==> config.mk <==
export PLATFORM = sky130hd
export DESIGN_NAME = mem_stage
export DESIGN_NICKNAME = d
export VERILOG_FILES = /design/src/rtl/mem_pkg.sv /design/src/rtl/mem_wb_select.sv /design/src/rtl/mem_stage.sv
export SDC_FILE = /design/constraint.sdc
export NUM_CORES = 1
export LEC_CHECK = 0
export ABC_AREA = 0
export BUFFER_PORTS_ARGS = -buffer_cell sky130_fd_sc_hd__buf_2
export CAP_MARGIN = 20
export CORE_UTILIZATION = 40
export DETAILED_ROUTE_END_ITERATION = 8
export GPL_TIMING_DRIVEN = 0
export HOLD_SLACK_MARGIN = 0.1
export PLACE_DENSITY = 0.66
export SLEW_MARGIN = 0
export SYNTH_ARGS = -nofsm -noshare
export SYNTH_HDL_FRONTEND = slang
export SYNTH_HIERARCHICAL = 1
export SYNTH_SLANG_ARGS = --single-unit
==> constraint.sdc <==
create_clock -name clk -period 3 [get_ports clk]
set_input_delay 0.9 -clock clk [delete_from_list [all_inputs] [get_ports clk]]
set_output_delay 0.9 -clock clk [all_outputs]
set_load 0.02 [all_outputs]
==> src/rtl/mem_pkg.sv <==
// Shared definitions for the MEM stage: EX_MEM field offsets, MemToReg encodings, FSM states.
package mem_pkg;

  localparam int EX_MEM_W = 139;
  localparam int SD_LO    = 0;
  localparam int SD_HI    = 31;
  localparam int ALU_LO   = 32;
  localparam int ALU_HI   = 63;
  localparam int WR_LO    = 64;
  localparam int WR_HI    = 68;
  localparam int MR_BIT   = 69;
  localparam int MW_BIT   = 70;
  localparam int RW_BIT   = 71;
  localparam int MTR_LO   = 72;
  localparam int MTR_HI   = 73;
  localparam int PC4_LO   = 74;
  localparam int PC4_HI   = 105;
  localparam int LUD_LO   = 106;
  localparam int LUD_HI   = 137;
  localparam int LUOP_BIT = 138;

  localparam logic [1:0] MTR_ALU = 2'b00;
  localparam logic [1:0] MTR_MEM = 2'b01;
  localparam logic [1:0] MTR_PC4 = 2'b10;

  typedef enum logic [1:0] {
    IDLE = 2'b00,
    WAIT = 2'b01,
    DONE = 2'b10
  } mem_state_e;

endpackage

==> src/rtl/mem_wb_select.sv <==
// Writeback value mux: LUOp selects LUData, otherwise MemToReg picks ALU / load data / PC+4 / zero.
module mem_wb_select
  import mem_pkg::*;
(
  input  logic        lu_op_i,
  input  logic [1:0]  mem_to_reg_i,
  input  logic [31:0] lu_data_i,
  input  logic [31:0] alu_i,
  input  logic [31:0] pc4_i,
  input  logic [31:0] mem_i,
  output logic [31:0] wb_o
);

  // Writeback source selection
  always_comb begin
    wb_o = 32'h0000_0000;
    if (lu_op_i) begin
      wb_o = lu_data_i;
    end else begin
      case (mem_to_reg_i)
        MTR_ALU: wb_o = alu_i;
        MTR_MEM: wb_o = mem_i;
        MTR_PC4: wb_o = pc4_i;
        default: wb_o = 32'h0000_0000;
      endcase
    end
  end

endmodule

==> src/rtl/mem_stage.sv <==
// MEM pipeline stage: data-memory req/ack access with timeout, MEM_WB register and EX forwarding.
// Optional MEM_ALIGN_CHECK_EN: misaligned accesses are dropped and flagged on mem_misalign.
module mem_stage
  import mem_pkg::*;
#(
  parameter int          ACK_TIMEOUT   = 16,
  parameter logic [31:0] TIMEOUT_RDATA = 32'h0000_0000
) (
  input  logic                clk,
  input  logic                reset_b,
  input  logic [EX_MEM_W-1:0] EX_MEM,
  output logic                dmem_req,
  output logic                dmem_we,
  output logic [31:0]         dmem_addr,
  output logic [31:0]         dmem_wdata,
  input  logic [31:0]         dmem_rdata,
  input  logic                dmem_ack,
  output logic                mem_stall,
  output logic                mem_timeout,
`ifdef MEM_ALIGN_CHECK_EN
  output logic                mem_misalign,
`endif
  output logic [4:0]          EX_MEM_Rd,
  output logic [31:0]         EX_MEM_RdData,
  output logic                EX_MEM_RegWrite,
  output logic [4:0]          MEM_WB_Rd,
  output logic [31:0]         MEM_WB_RdData,
  output logic                MEM_WB_RegWrite
);

  logic [31:0] sd_s, alu_s, pc4_s, lud_s;
  logic [4:0]  wr_s;
  logic [1:0]  mtr_s, mtr_fwd_s;
  logic        mr_s, mw_s, rw_s, luop_s;
  logic        access_s, misalign_s, start_s, expire_s;
  logic [31:0] wb_val_s, fwd_val_s;

  mem_state_e  state_q, state_d;
  logic [7:0]  cnt_q, cnt_d;
  logic        req_q, req_d, we_q, we_d, to_q, to_d;
  logic [31:0] addr_q, addr_d, wdata_q, wdata_d, rdata_q, rdata_d;
  logic [4:0]  wb_rd_q, wb_rd_d;
  logic [31:0] wb_data_q, wb_data_d;
  logic        wb_rw_q, wb_rw_d;
`ifdef MEM_ALIGN_CHECK_EN
  logic        mis_q, mis_d;
`endif

  assign sd_s   = EX_MEM[SD_HI:SD_LO];
  assign alu_s  = EX_MEM[ALU_HI:ALU_LO];
  assign wr_s   = EX_MEM[WR_HI:WR_LO];
  assign mr_s   = EX_MEM[MR_BIT];
  assign mw_s   = EX_MEM[MW_BIT];
  assign rw_s   = EX_MEM[RW_BIT];
  assign mtr_s  = EX_MEM[MTR_HI:MTR_LO];
  assign pc4_s  = EX_MEM[PC4_HI:PC4_LO];
  assign lud_s  = EX_MEM[LUD_HI:LUD_LO];
  assign luop_s = EX_MEM[LUOP_BIT];

  assign access_s = mr_s | mw_s;
`ifdef MEM_ALIGN_CHECK_EN
  assign misalign_s = access_s & (alu_s[1:0] != 2'b00);
`else
  assign misalign_s = 1'b0;
`endif
  assign start_s  = access_s & ~misalign_s;
  assign expire_s = (cnt_q == 8'(ACK_TIMEOUT - 1));

  // Forwarding never sees load data, so MemToReg collapses to PC+4 or ALU
  assign mtr_fwd_s = (mtr_s == MTR_PC4) ? MTR_PC4 : MTR_ALU;

  mem_wb_select u_fwd_sel (
    .lu_op_i      (luop_s),
    .mem_to_reg_i (mtr_fwd_s),
    .lu_data_i    (lud_s),
    .alu_i        (alu_s),
    .pc4_i        (pc4_s),
    .mem_i        (32'h0000_0000),
    .wb_o         (fwd_val_s)
  );

  mem_wb_select u_wb_sel (
    .lu_op_i      (luop_s),
    .mem_to_reg_i (mtr_s),
    .lu_data_i    (lud_s),
    .alu_i        (alu_s),
    .pc4_i        (pc4_s),
    .mem_i        (rdata_q),
    .wb_o         (wb_val_s)
  );

  // FSM state register
  always_ff @(posedge clk) begin
    if (!reset_b) begin
      state_q <= IDLE;
    end else begin
      state_q <= state_d;
    end
  end

  // FSM next-state logic
  always_comb begin
    state_d = state_q;
    case (state_q)
      IDLE: begin
        if (start_s) state_d = WAIT;
        else         state_d = IDLE;
      end
      WAIT: begin
        if (dmem_ack || expire_s) state_d = DONE;
        else                      state_d = WAIT;
      end
      DONE:    state_d = IDLE;
      default: state_d = IDLE;
    endcase
  end

  // FSM outputs and datapath next values; an ack in the expiry cycle takes priority
  always_comb begin
    cnt_d     = cnt_q;
    req_d     = req_q;
    we_d      = we_q;
    addr_d    = addr_q;
    wdata_d   = wdata_q;
    rdata_d   = rdata_q;
    to_d      = 1'b0;
    wb_rd_d   = wb_rd_q;
    wb_data_d = wb_data_q;
    wb_rw_d   = wb_rw_q;
`ifdef MEM_ALIGN_CHECK_EN
    mis_d     = 1'b0;
`endif
    case (state_q)
      IDLE: begin
        if (start_s) begin
          req_d   = 1'b1;
          we_d    = mw_s;
          addr_d  = {alu_s[31:2], 2'b00};
          wdata_d = sd_s;
          cnt_d   = 8'd0;
          wb_rw_d = 1'b0;
        end else if (access_s) begin
          wb_rw_d = 1'b0;
`ifdef MEM_ALIGN_CHECK_EN
          mis_d   = 1'b1;
`endif
        end else begin
          wb_rd_d   = wr_s;
          wb_data_d = wb_val_s;
          wb_rw_d   = rw_s;
        end
      end
      WAIT: begin
        cnt_d   = cnt_q + 8'd1;
        wb_rw_d = 1'b0;
        if (dmem_ack) begin
          req_d   = 1'b0;
          we_d    = 1'b0;
          rdata_d = dmem_rdata;
        end else if (expire_s) begin
          req_d   = 1'b0;
          we_d    = 1'b0;
          rdata_d = TIMEOUT_RDATA;
          to_d    = 1'b1;
        end else begin
          req_d   = 1'b1;
        end
      end
      DONE: begin
        wb_rd_d   = wr_s;
        wb_data_d = wb_val_s;
        wb_rw_d   = rw_s;
        cnt_d     = 8'd0;
      end
      default: begin
        req_d = 1'b0;
        we_d  = 1'b0;
        cnt_d = 8'd0;
      end
    endcase
  end

  // Datapath and output registers
  always_ff @(posedge clk) begin
    if (!reset_b) begin
      cnt_q     <= 8'd0;
      req_q     <= 1'b0;
      we_q      <= 1'b0;
      addr_q    <= 32'h0000_0000;
      wdata_q   <= 32'h0000_0000;
      rdata_q   <= 32'h0000_0000;
      to_q      <= 1'b0;
      wb_rd_q   <= 5'd0;
      wb_data_q <= 32'h0000_0000;
      wb_rw_q   <= 1'b0;
`ifdef MEM_ALIGN_CHECK_EN
      mis_q     <= 1'b0;
`endif
    end else begin
      cnt_q     <= cnt_d;
      req_q     <= req_d;
      we_q      <= we_d;
      addr_q    <= addr_d;
      wdata_q   <= wdata_d;
      rdata_q   <= rdata_d;
      to_q      <= to_d;
      wb_rd_q   <= wb_rd_d;
      wb_data_q <= wb_data_d;
      wb_rw_q   <= wb_rw_d;
`ifdef MEM_ALIGN_CHECK_EN
      mis_q     <= mis_d;
`endif
    end
  end

  // Stall is held low during reset so upstream is never frozen by an aborted access
  assign mem_stall = reset_b & (((state_q == IDLE) & start_s) | (state_q == WAIT));

  assign dmem_req        = req_q;
  assign dmem_we         = we_q;
  assign dmem_addr       = addr_q;
  assign dmem_wdata      = wdata_q;
  assign mem_timeout     = to_q;
`ifdef MEM_ALIGN_CHECK_EN
  assign mem_misalign    = mis_q;
`endif
  assign EX_MEM_Rd       = wr_s;
  assign EX_MEM_RdData   = fwd_val_s;
  assign EX_MEM_RegWrite = rw_s & ~mr_s;
  assign MEM_WB_Rd       = wb_rd_q;
  assign MEM_WB_RdData   = wb_data_q;
  assign MEM_WB_RegWrite = wb_rw_q;

endmodule
* Word level (Yosys, flattened, before mapping) *
Index checks and enable logic that the tools add are counted.
W data, S select, Z words.

word-level totals
  register bits after elaboration = 145
  output and inout bits = 144

cells by class
  mux-type cells = 27
  reduce and logical (&&, ||, !) cells = 13
  equal/unequal tests = 9
  bitwise operators = 9
  $add $sub $neg = 1

operators by type and width
  operator               number
  $mux W32               5
  $pmux W32 S2           2
  $pmux W32 S3           1
  $pmux W8 S2            1
  $pmux W5 S2            1
  $mux W1                9
  $pmux W1 S3            3
  $add A8 B1 Y8 const B  1
  $eq A8 B4 Y1 const B   1
  $mux W8                1
  $reduce_and A2 Y1      4
  $eq A2 B2 Y1 const B   3
  $logic_not A2 Y1       3
  $mux W5                1
  $eq A2 B1 Y1 const B   2
  $mux W2                2
  $ne A2 B2 Y1 const B   2
  $not A1 Y1             4
  $pmux W2 S2            1
  $reduce_bool A2 Y1     2
  $and A1 B1 Y1          3
  $ne A3 B3 Y1 const B   1
  $reduce_and A3 Y1      1
  $reduce_bool A3 Y1     1
  3 further kinds        4

* Logic depth before layout (Yosys ltp) *
Gate-level depths: netlist (run 1).

  word-level depth = 5
  mapped depth = 9

* Hierarchy *
The synthesis (run 1) kept the hierarchy.

by module, submodules not included
  module         cells an instance  instances  sequential area each (um^2)  area an instance (um^2)
  mem_stage      589                1          2,902.8                      5,407.7
  mem_wb_select  117                2          0.0                          1,237.4

* Worst setup path before layout (run 1) *
OpenSTA, ideal clock, no wires.

  path kind = input -> output
  start point = input EX_MEM[73]
  end point = output EX_MEM_RdData[23]
  path slack = 49 ps
  stages = 5
  buffers on the path = 2
  arrival = 2,051 ps
  required time = 2,100 ps
  path through = nor2b_1 -> buf_6 -> buf_6 -> mux2_4 -> a221o_1

on the way
  longest elaborated chain between the ends = 5

ends and longest elaborated chain
  element                                           RTL line             text
  from (decl)                                       mem_stage.sv:11      input logic [EX_MEM_W-1:0] EX_MEM,
  $eq A2 B2 Y1 (*)                                  mem_stage.sv:70      assign mtr_fwd_s = (mtr_s == MTR_PC4) ? MTR_PC4 : MTR_ALU;
  $mux W2 (*)                                       mem_stage.sv:70
  $eq A2 B2 Y1 or $logic_not A2 Y1 (tied branches)  mem_wb_select.sv:20  case (mem_to_reg_i)
  $pmux W32 S2 (*)                                  mem_wb_select.sv:20
  $mux W32 (*)                                      mem_wb_select.sv:17  if (lu_op_i) begin
  to (decl)                                         mem_stage.sv:24      output logic [31:0] EX_MEM_RdData,

Mark *: on every way between the ends. The rest lies on a longest branch, timed or not.

* Final worst setup path (run 1) *
  start point = input EX_MEM[73]
  end point = output EX_MEM_RdData[4]

on the way
  longest elaborated chain between the ends = 5

ends and longest elaborated chain
  element                                           RTL line             text
  $eq A2 B2 Y1 (*)                                  mem_stage.sv:70
  $mux W2 (*)                                       mem_stage.sv:70
  net mtr_fwd_s[1]                                  mem_stage.sv:33      logic [1:0] mtr_s, mtr_fwd_s;
  $eq A2 B2 Y1 or $logic_not A2 Y1 (tied branches)  mem_wb_select.sv:20
  $pmux W32 S2 (*)                                  mem_wb_select.sv:20
  $mux W32 (*)                                      mem_wb_select.sv:17

The timed path passes the listed nets; every way through them passes the cells marked *.

==> results.sh, run 1 <==
export IMPL_rsz0062_at_grt="true"
export IMPL_cp_data_arrival_time_ns=2.24
export IMPL_slew_violations=0
export IMPL_status="complete, but fails checks"
export IMPL_fin_crit_sh_pct=104.7
export IMPL_synth_xor_area_share_pct=0.7778
export IMPL_ys_ff_latch=145
export IMPL_start_kind="primary input"
export IMPL_max_cap_violations=0
export IMPL_async_reset_ff_share_pct=0
export IMPL_drtAntennaViolNets=0
export IMPL_fin_setup_tns_ns=-3.391
export IMPL_fin_cells=1482
export IMPL_synth_ff_type="dfxtp_1"
export IMPL_drtPass1Iterations=5
export IMPL_fin_skew_ns=0.01314
export IMPL_total_power_w=0.005809
export IMPL_avgSynthCellArea_um2=9.578
export IMPL_r2r_start="state_q[1]$_SDFF_PN0_"
export IMPL_syn_inst=823
export IMPL_place_gp_congestion=0.8055
export IMPL_fp_dieArea_um2=20270
export IMPL_overflow=0
export IMPL_fillers=1788
export IMPL_ys_seq_area_share_pct=36.83
export IMPL_drive_gt1_share_pct=39.93
export IMPL_grt_usage_pct=26.25
export IMPL_grt_pass1_vias=7195
export IMPL_vias_per_cell=5.140
export IMPL_yosysMostFrequentCell="nand2_1"
export IMPL_synth_common_cells="nand2_1, dfxtp_1, a21boi_0"
export IMPL_area_sequential_um2=2903
export IMPL_period_needed_ns=3.141
export IMPL_p_leak_nw=5.094
export IMPL_ys_warn_count=6
export IMPL_timing_rr_end="MEM_WB_RdData[6]$_SDFFE_PN0P_"
export IMPL_holdPathStages=2
export IMPL_numCtsBuffers=17
export IMPL_synth_top_family_by_area="compound AO/OA/AOI/OAI gates"
export IMPL_setup_viol=32
export IMPL_cts_tree="yes"
export IMPL_powerDensity_nw_per_um2=528.4
export IMPL_port_buffers=313
export IMPL_synth_top_area_share_pct=36.83
export IMPL_synthSimpleGateAreaFrac_pct=20.46
export IMPL_max_slew_margin_pct=50.09
export IMPL_wl_per_cell_um=18.23
export IMPL_fp_dieW_um=142.4
export IMPL_layout_nets=1383
export IMPL_dp_cells=1435
export IMPL_die_h_um=142.4
export IMPL_reg2reg_slack_ns=0.92
export IMPL_multi_input_area_um2=4628
export IMPL_cts_root_buf="clkbuf_16"
export IMPL_criticalPathCategory="in -> out"
export IMPL_core_area_um2=19020
export IMPL_grt_pass1_wl_um=40200
export IMPL_routed_wl_um=27020
export IMPL_row_count=50
export IMPL_synthToLayoutAreaGrowth_pct=39.46
export IMPL_cp_end_kind="output pin"
export IMPL_hold_end="MEM_WB_Rd[3]$_SDFFE_PN0P_"
export IMPL_vias=7618
export IMPL_hold_ws_ns=0.4480
export IMPL_ys_top_cells_by_area="dfxtp_1, mux2_4, nand2_1"
export IMPL_yosysTopAreaCell="dfxtp_1"
export IMPL_clk_pin_slew_worst_paths_ns=0.07
export IMPL_critPathMaxFanout=6
export IMPL_crit_start="EX_MEM[73]"
export IMPL_antenna_found_initial=7
export IMPL_synth_compound_area_share_pct=22.57
export IMPL_syn_cell_area_um2=7883
export IMPL_yosys_cell_types_count=44
export IMPL_worstMarginPinSlew_ns=0.7486
export IMPL_fin_util_pct=57.80
export IMPL_drc_errors=0
export IMPL_violations="setup timing"
export IMPL_synth_adder_area_share_pct=0.7937
export IMPL_start_util_pct=41.45
export IMPL_ir_drop_mv=0.4013
export IMPL_fmax_mhz=318.3
export IMPL_r2r_cells=7
export IMPL_pin_count=318
export IMPL_clkSinkCount=145
export IMPL_grt_start_max_net_pins=17
export IMPL_hold_path_class="reg -> reg"
export IMPL_first_iter_violations=344
export IMPL_clk_latency_ns=0.42
export IMPL_dp_hpwl_um=20380
export IMPL_holdBufCountCts=0
export IMPL_required_ns=2.10
export IMPL_min_delay_start="MEM_WB_Rd[3]$_SDFFE_PN0P_"
export IMPL_fin_ws_ns=-0.1415
export IMPL_finalHoldViolations=0
export IMPL_synth_edf_count=0
export IMPL_cts_buffer_depth=2
export IMPL_h_tree_depth=4
export IMPL_synth_mux_area_share_pct=11.84
==> cell families after synthesis <==
kind of cell	count (synthesis)
DFF	145
adders and majority gates	5
muxes	65
buffers and inverters	89
and+or+nand+nor	302
xor gates and xnor gates	7
AOI/OAI and AO/OA	209
other	1
==> where the power goes <==
group | internal [W] | total, W | switching [W]
Sequential | 0.00206 | 0.00212 | 0.0000651
Combinational | 0.000628 | 0.00142 | 0.000791
Clock | 0.00137 | 0.00227 | 0.000898
Total | 0.00405 | 0.00581 | 0.00175
==> through the flow <==
stage / cell area, µm² / setup slack (ns)
final: 10990 / -0.1415
after global routing: 10990 / -0.1741
after CTS: 10760 / -0.1614
after detailed placement: 9921 / -0.3136
after global placement: 9921 / -0.3156
after floorplan: 8029 / 0.04856
==> per-layer routing <==
| layer | routed length [µm] | track usage [%] |
|---|---|---|
| met1 | 11940 | 33.21 |
| met3 | 1821 | 6.494 |
| met2 | 12650 | 43.37 |
| met5 | 26 | 0 |
| met4 | 588 | 8.885 |
==> how the worst max path moves through the flow <==
stage / end
after detailed placement: EX_MEM_RdData[25]
after global placement: EX_MEM_RdData[25]
after floorplan: EX_MEM_RdData[23]
after global routing: EX_MEM_RdData[25]
after CTS: EX_MEM_RdData[3]
final: EX_MEM_RdData[4]
==> cells in the final DEF, fill, tap and decap left out, types with 4 or more instances in the layout <==
master	Yosys	routed
buf_4	10	16
a221o_1	64	64
nor4bb_1	64	64
clkbuf_16	0	20
nor2_1	11	10
buf_2	38	315
conb_1	1	40
xor2_1	6	6
mux2_4	54	59
buf_12	2	6
ha_1	5	5
nand2_1	205	205
clkbuf_1	28	28
inv_6	0	4
a22o_1	32	32
a21boi_1	13	13
buf_6	7	40
diode_2	0	5
a21boi_0	88	88
mux2_2	8	4
dfxtp_1	145	145
nand3_1	4	4
==> flip-flops by register name, indices dropped and copies added, names as in the netlist <==
name,count
MEM_WB_Rd,5
MEM_WB_RdData,32
MEM_WB_RegWrite,1
cnt_q,8
dmem_addr,30
dmem_req,1
dmem_wdata,32
dmem_we,1
mem_timeout,1
rdata_q,32
state_q,2
==> repair_timing <==
action | 4_1_cts | 5_1_grt
gates cloned | 1 | 3
buffers inserted | 6 | 1
pin swaps | 6 | 27
endpoints found under the setup margin | 33 | 33
gates resized for setup | 40 | 46
==> area by class of cell <==
cell class              instances  share of cell area (%)
diodes                          5                  0.1138
plain buffers                  86                   4.906
clock buffers                  19                   4.120
clock inverters                13                   1.582
inverters                       2                 0.06829
multi-input cells             628                   42.10
flip-flops and latches        145                   26.41
well taps                     260                   2.959
repair buffers                324                   17.74
==> worst max-delay path, stage by stage <==
cell and delay [ns]:
buf_6 0.07, nor2b_4 0.18, buf_12 0.17, buf_12 0.13
mux2_4 0.29, a221o_1 0.34, buf_6 0.15
No activity file was read; power rests on OpenSTA's default activity.
==> run 2, diff against run 1 <==
Settings changed: CTS_CLUSTER_SIZE set to 28, RECOVER_POWER set to 25.
==> run 2 against run 1 <==
  * The run still ends with setup timing left
  * Register-to-register slack is essentially flat
  * Critical path depth is the same
  * Routed wire length grew 0.32%
  * Total power shrank 0.21%
  * Non-clock buffer count is the same
  * Hold slack gained 0.0013 ns
  * Clock skew grew 0.0029 ns
  * Combinational power is essentially flat
  * Maximum frequency is essentially flat
  * First-iteration DRC count shrank 3.5%
  * Utilization shrank 0.33 points
  * Largest cell class unchanged
  * Highest routed layer unchanged
==> results.sh, run 2 (synthesis results as in run 1) <==
export IMPL_grt_pass1_wl_um=40200
export IMPL_r2r_start="state_q[1]$_SDFF_PN0_"
export IMPL_period_needed_ns=3.141
export IMPL_final_cell_mix="buf_2, nand2_1, dfxtp_1, a21boi_0, clkbuf_1"
export IMPL_drc_errors=0
export IMPL_start_util_pct=41.45
export IMPL_p_leak_nw=4.894
export IMPL_drtAntennaViolNets=0
export IMPL_port_buffers=313
export IMPL_fmax_mhz=318.3
export IMPL_setup_viol=33
export IMPL_start_kind="primary input"
export IMPL_timing_rr_end="MEM_WB_RdData[6]$_SDFFE_PN0P_"
export IMPL_slew_violations=0
export IMPL_r2r_cells=7
export IMPL_finalHoldViolations=0
export IMPL_place_gp_congestion=0.8055
export IMPL_pre_cts_ws_ns=-0.3136
export IMPL_core_area_um2=19020
export IMPL_cts_tree="yes"
export IMPL_fin_skew_ns=0.01608
export IMPL_violations="setup timing"
export IMPL_fp_dieArea_um2=20270
export IMPL_wl_per_cell_um=18.29
export IMPL_dp_cells=1435
export IMPL_cts_root_buf="clkbuf_16"
export IMPL_vias_per_cell=5.132
export IMPL_clk_latency_ns=0.42
export IMPL_worstMarginPinSlew_ns=0.7471
export IMPL_fin_cells=1482
export IMPL_drive_gt1_share_pct=35.83
export IMPL_synthToLayoutAreaGrowth_pct=38.67
export IMPL_drtPass1Iterations=5
export IMPL_critPathMaxFanout=6
export IMPL_reg2reg_slack_ns=0.93
export IMPL_overflow=0
export IMPL_fin_crit_sh_pct=104.7
export IMPL_row_count=50
export IMPL_grt_start_max_net_pins=17
export IMPL_cp_end_kind="output pin"
export IMPL_grt_pass1_vias=7195
export IMPL_antenna_found_initial=7
export IMPL_h_tree_depth=4
export IMPL_holdPathStages=2
export IMPL_crit_path_cell_trace="buf_6, nor2b_4, buf_12, buf_12, mux2_4, a221o_1, buf_6"
export IMPL_cpPeakStageDelay_ns=0.34
export IMPL_clk_pin_slew_worst_paths_ns=0.07
export IMPL_max_slew_margin_pct=50.19
export IMPL_min_delay_start="MEM_WB_Rd[2]$_SDFFE_PN0P_"
export IMPL_status="complete, but fails checks"
export IMPL_hold_path_class="reg -> reg"
export IMPL_rsz0062_at_grt="true"
export IMPL_fp_dieW_um=142.4
export IMPL_cts_buffer_depth=2
export IMPL_layout_nets=1383
export IMPL_final_common_cell="buf_2"
export IMPL_fin_util_pct=57.47
export IMPL_clkSinkCount=145
export IMPL_fin_ws_ns=-0.1413
export IMPL_criticalPathCategory="in -> out"
export IMPL_cp_data_arrival_time_ns=2.24
export IMPL_numCtsBuffers=17
export IMPL_ir_drop_mv=0.3988
export IMPL_required_ns=2.10
export IMPL_powerDensity_nw_per_um2=530.3
export IMPL_routed_wl_um=27110
export IMPL_cp_num_buf_inv=4
export IMPL_die_h_um=142.4
export IMPL_hold_end="MEM_WB_Rd[2]$_SDFFE_PN0P_"
export IMPL_pin_count=318
export IMPL_grt_usage_pct=26.25
export IMPL_critPathTopFamily="buffers and inverters"
export IMPL_dp_hpwl_um=20380
export IMPL_hold_ws_ns=0.4493
export IMPL_max_cap_violations=0
export IMPL_crit_slowest_cell="a221o_1"
export IMPL_vias=7605
export IMPL_first_iter_violations=332
run 2: cell types whose count changed in the layout (fill, tap and decap cells not counted), sizes merged:
| cell | change |
|---|---|
| clkbuf | +50 |
| buf | -50 |
run 2: area by class of cell:
type / count / area [µm²]
Antenna cell: 5 / 12.51
Buffer: 86 / 535.5
Clock buffer: 19 / 452.9
Clock inverter: 13 / 173.9
Fill cell: 1810 / 8088
Inverter: 2 / 7.507
Multi-Input combinational cell: 628 / 4628
Sequential cell: 145 / 2903
Tap cell: 260 / 325.3
Timing Repair Buffer: 324 / 1892
run 2: worst max-delay path by stage:
stage                    start                 to  slack, ns  cells past startpoint
CTS                 EX_MEM[72]   EX_MEM_RdData[3]      -0.16                      7
floorplan           EX_MEM[73]  EX_MEM_RdData[23]       0.05                      5
global placement    EX_MEM[72]  EX_MEM_RdData[25]      -0.32                      7
detailed placement  EX_MEM[72]  EX_MEM_RdData[25]      -0.31                      7
finish              EX_MEM[73]   EX_MEM_RdData[4]      -0.14                      7
global route        EX_MEM[73]  EX_MEM_RdData[25]      -0.17                      7
run 2: where the power goes:
part / internal [W] / leakage, nW / switching (W)
registers: 0.00206 / 1.19 / 0.0000666
logic: 0.000614 / 3.41 / 0.000792
clock network: 0.00137 / 0.297 / 0.000898
total: 0.00404 / 4.89 / 0.00176
run 2: routing by layer:
layer | up-vias | routed length, µm | global-route usage [%]
met5 | - | 26 | 0
met4 | 4 | 532 | 8.885
met3 | 37 | 1718 | 6.494
met2 | 271 | 12740 | 43.37
met1 | 3555 | 12090 | 33.21
li1 | 3738 | - | -
run 2: worst reg2reg max path, delay by kind of cell (launching register included):
family	cells	cell delay [ns]
AO/OA/AOI/OAI	2	0.75
adder cells (fa/ha/maj)	1	0.17
buffers and inverters	3	0.62
flip-flops	1	0.37
AND/OR/NAND/NOR	1	0.08
run 2: timing repair:
action,in CTS,in global routing
pin swaps,6,27
endpoints found under the setup margin,33,33
resized for setup,40,46
hold endpoints to repair,0,0
cloned,1,3
hold buffers,0,0
setup buffers,6,1
run 2: through the flow:
stage	power (W)	TNS, ns	area (µm²)
final	0.005797	-3.477	10930
after global routing	0.006036	-4.482	10920
after CTS	0.005786	-3.035	10760
after detailed placement	0.003485	-7.661	9921
after global placement	0.003473	-7.562	9921
after floorplan	0.002992	0	8029
==> run 3, diff against run 2 <==
Settings changed: CORE_UTILIZATION 40 to 48, PLACE_DENSITY 0.66 to 0.79, SYNTH_HIERARCHICAL 1 to unset.
==> run 3 against run 2 <==
  * Maximum frequency increased by 6.8%
  * Critical path type unchanged
  * Flip-flop and latch count unchanged
  * Worst setup slack improved by 0.20 ns
  * Global-route usage increased by 4.4 points
  * Sequential power about the same
  * Utilization increased by 9.2 points
  * Critical endpoint is now EX_MEM_RdData[18]
  * The run now ends clean
==> results.sh, run 3 <==
export IMPL_status="finished, final reports clean"
export IMPL_hold_path_class="reg -> reg"
export IMPL_p_clk_share_pct=39.7
export IMPL_cp_end_kind="output pin"
export IMPL_synth_top_area_share_pct=41.33
export IMPL_drtAntennaViolNets=0
export IMPL_start_util_pct=49.82
export IMPL_avgSynthCellArea_um2=8.713
export IMPL_rsz0062_at_grt="false"
export IMPL_vias_per_cell=5.358
export IMPL_ys_seq_area_share_pct=41.33
export IMPL_drc_errors=0
export IMPL_fin_skew_ns=0.006034
export IMPL_fin_ws_ns=0.05858
export IMPL_pre_cts_ws_ns=-0.2047
export IMPL_syn_inst=806
export IMPL_grt_pass1_wl_um=35000
export IMPL_fin_setup_tns_ns=0
export IMPL_ys_warn_count=0
export IMPL_cts_root_buf="clkbuf_16"
export IMPL_wl_per_cell_um=17.58
export IMPL_slew_violations=0
export IMPL_crit_top_cell="buf_4"
export IMPL_ys_ff_latch=145
export IMPL_r2r_start="state_q[0]$_SDFF_PN0_"
export IMPL_max_slew_margin_pct=18.78
export IMPL_port_buffers=311
export IMPL_critPathMaxFanout=10
export IMPL_drtPass1Iterations=5
export IMPL_combPwrFrac_pct=21.4
export IMPL_antenna_found_initial=4
export IMPL_finalHoldViolations=0
export IMPL_start_kind="primary input"
export IMPL_row_count=43
export IMPL_synth_edf_count=0
export IMPL_place_gp_congestion=0.9071
export IMPL_crit_start="EX_MEM[72]"
export IMPL_seqPwrFrac_pct=39.0
export IMPL_switchingPower_w=0.001649
export IMPL_powerDensity_nw_per_um2=583.3
export IMPL_holdBufCountCts=0
export IMPL_p_leak_nw=4.276
export IMPL_core_area_um2=14100
export IMPL_dp_hpwl_um=17650
export IMPL_setup_viol=0
export IMPL_p_int_w=0.003837
export IMPL_synthToLayoutAreaGrowth_pct=33.92
export IMPL_period_needed_ns=2.941
export IMPL_fin_crit_sh_pct=98.05
export IMPL_yosysMostFrequentCell="nand2_1"
export IMPL_grt_start_max_net_pins=17
export IMPL_timing_rr_end="MEM_WB_RdData[10]$_SDFFE_PN0P_"
export IMPL_die_h_um=123.0
export IMPL_clk_latency_ns=0.42
export IMPL_p_sw_share_pct=30.06
export IMPL_final_common_cell="buf_2"
export IMPL_async_reset_ff_share_pct=0
export IMPL_r2r_cells=8
export IMPL_final_cell_mix="buf_2, nand2_1, dfxtp_1, a21boi_0, and2_1"
export IMPL_criticalPathCategory="in -> out"
export IMPL_crit_path_cell_trace="buf_4, nand2b_4, buf_4, and2_1, o31a_1, buf_4"
export IMPL_synth_common_cells="nand2_1, dfxtp_1, a21boi_0"
export IMPL_routed_wl_um=23430
export IMPL_reg2reg_slack_ns=0.63
export IMPL_clk_pin_slew_worst_paths_ns=0.06
export IMPL_syn_cell_area_um2=7023
export IMPL_synth_ff_type="dfxtp_1"
export IMPL_overflow=0
export IMPL_grt_usage_pct=30.64
export IMPL_ys_top_cells_by_area="dfxtp_1, nand2_1, a21boi_0"
export IMPL_first_iter_violations=376
export IMPL_holdPathStages=2
export IMPL_cts_tree="yes"
export IMPL_cp_data_arrival_time_ns=2.04
export IMPL_cpPeakStageDelay_ns=0.30
export IMPL_numCtsBuffers=17
export IMPL_hold_end="MEM_WB_Rd[3]$_SDFFE_PN0P_"
export IMPL_fin_util_pct=66.72
export IMPL_worstMarginPinSlew_ns=1.206
export IMPL_min_delay_start="MEM_WB_Rd[3]$_SDFFE_PN0P_"
export IMPL_h_tree_depth=4
export IMPL_yosysTopAreaCell="dfxtp_1"
export IMPL_clkSinkCount=145
export IMPL_fp_dieArea_um2=15120
export IMPL_ir_drop_mv=0.4124
export IMPL_cts_buffer_depth=2
export IMPL_layout_nets=1315
export IMPL_vias=7142
export IMPL_drive_gt1_share_pct=31.07
export IMPL_required_ns=2.10
export IMPL_fmax_mhz=340.0
export IMPL_pin_count=318
export IMPL_crit_slowest_cell="o31a_1"
export IMPL_hold_ws_ns=0.4490
export IMPL_yosys_cell_types_count=42
export IMPL_fp_dieW_um=123.0
export IMPL_grt_pass1_vias=6726
export IMPL_max_cap_violations=0
[run 3: how the worst max path moves through the flow]
stage / to / slack [ns] / cells after the start
5_1_grt: EX_MEM_RdData[18] / 0.02 / 6
6_report: EX_MEM_RdData[18] / 0.06 / 6
3_3_place_gp: EX_MEM_RdData[18] / -0.18 / 6
2_1_floorplan: EX_MEM_RdData[10] / 0.20 / 5
4_1_cts: mem_stall / 0.01 / 8
3_5_place_dp: EX_MEM_RdData[30] / -0.20 / 6
[run 3: kinds of logic (layout without fill, tap and decap cells)]
logic type,count (synthesis),count (layout),synth area share (%)
and+or+nand+nor,333,333,22.48
AOI/OAI and AO/OA,209,209,24.19
DFF,145,145,41.33
buffers and inverters,73,415,5.469
muxes,33,33,4.703
xor gates and xnor gates,7,7,0.8730
adders and majority gates,5,5,0.8908
other,1,6,0.05340
[run 3: repair_timing]
action                     in CTS  in global routing
resized for setup              17                  6
setup buffers                   0                  0
setup endpoints to repair      31                 14
[run 3: cell type report]
type / count / area (µm²)
clock buffers: 18 / 439.2
fillers: 1236 / 4691
diodes: 4 / 10.01
plain buffers: 70 / 397.9
flip-flops and latches: 145 / 2903
well taps: 180 / 225.2
repair buffers: 311 / 1515
multi-input cells: 589 / 3744
inverters: 2 / 7.507
clock inverters: 14 / 163.9
[run 3: worst max-delay path: cells and delay by family]
| family | cells | cell delay [ns] |
|---|---|---|
| and+or+nand+nor | 2 | 0.33 |
| buffers and inverters | 3 | 0.51 |
| AOI/OAI and AO/OA | 1 | 0.30 |
[run 3: routing by layer]
layer,global-route usage [%],vias to the layer above,wire [µm]
met3,6.780,57,1835
li1,-,3447,-
met2,50.42,328,11130
met4,15.63,0,774
met1,37.53,3310,9696
met5,0,-,0
[run 3: per-stage QoR]
step,instance area (µm²),std cells,total power [W]
after global routing,9403,1332,0.005687
after detailed placement,8808,1298,0.003347
after floorplan,7027,807,0.002889
after global placement,8808,1298,0.003330
final,9405,1333,0.005486
after CTS,9452,1330,0.005511
[run 3: power by group through the flow]
stage	clock network [W]	logic (W)	registers (W)
2_1_floorplan	0	0.000573	0.00232
3_3_place_gp	0	0.00116	0.00217
3_5_place_dp	0	0.00117	0.00218
4_1_cts	0.00219	0.00119	0.00214
5_1_grt	0.00227	0.00127	0.00215
6_report	0.00218	0.00117	0.00214
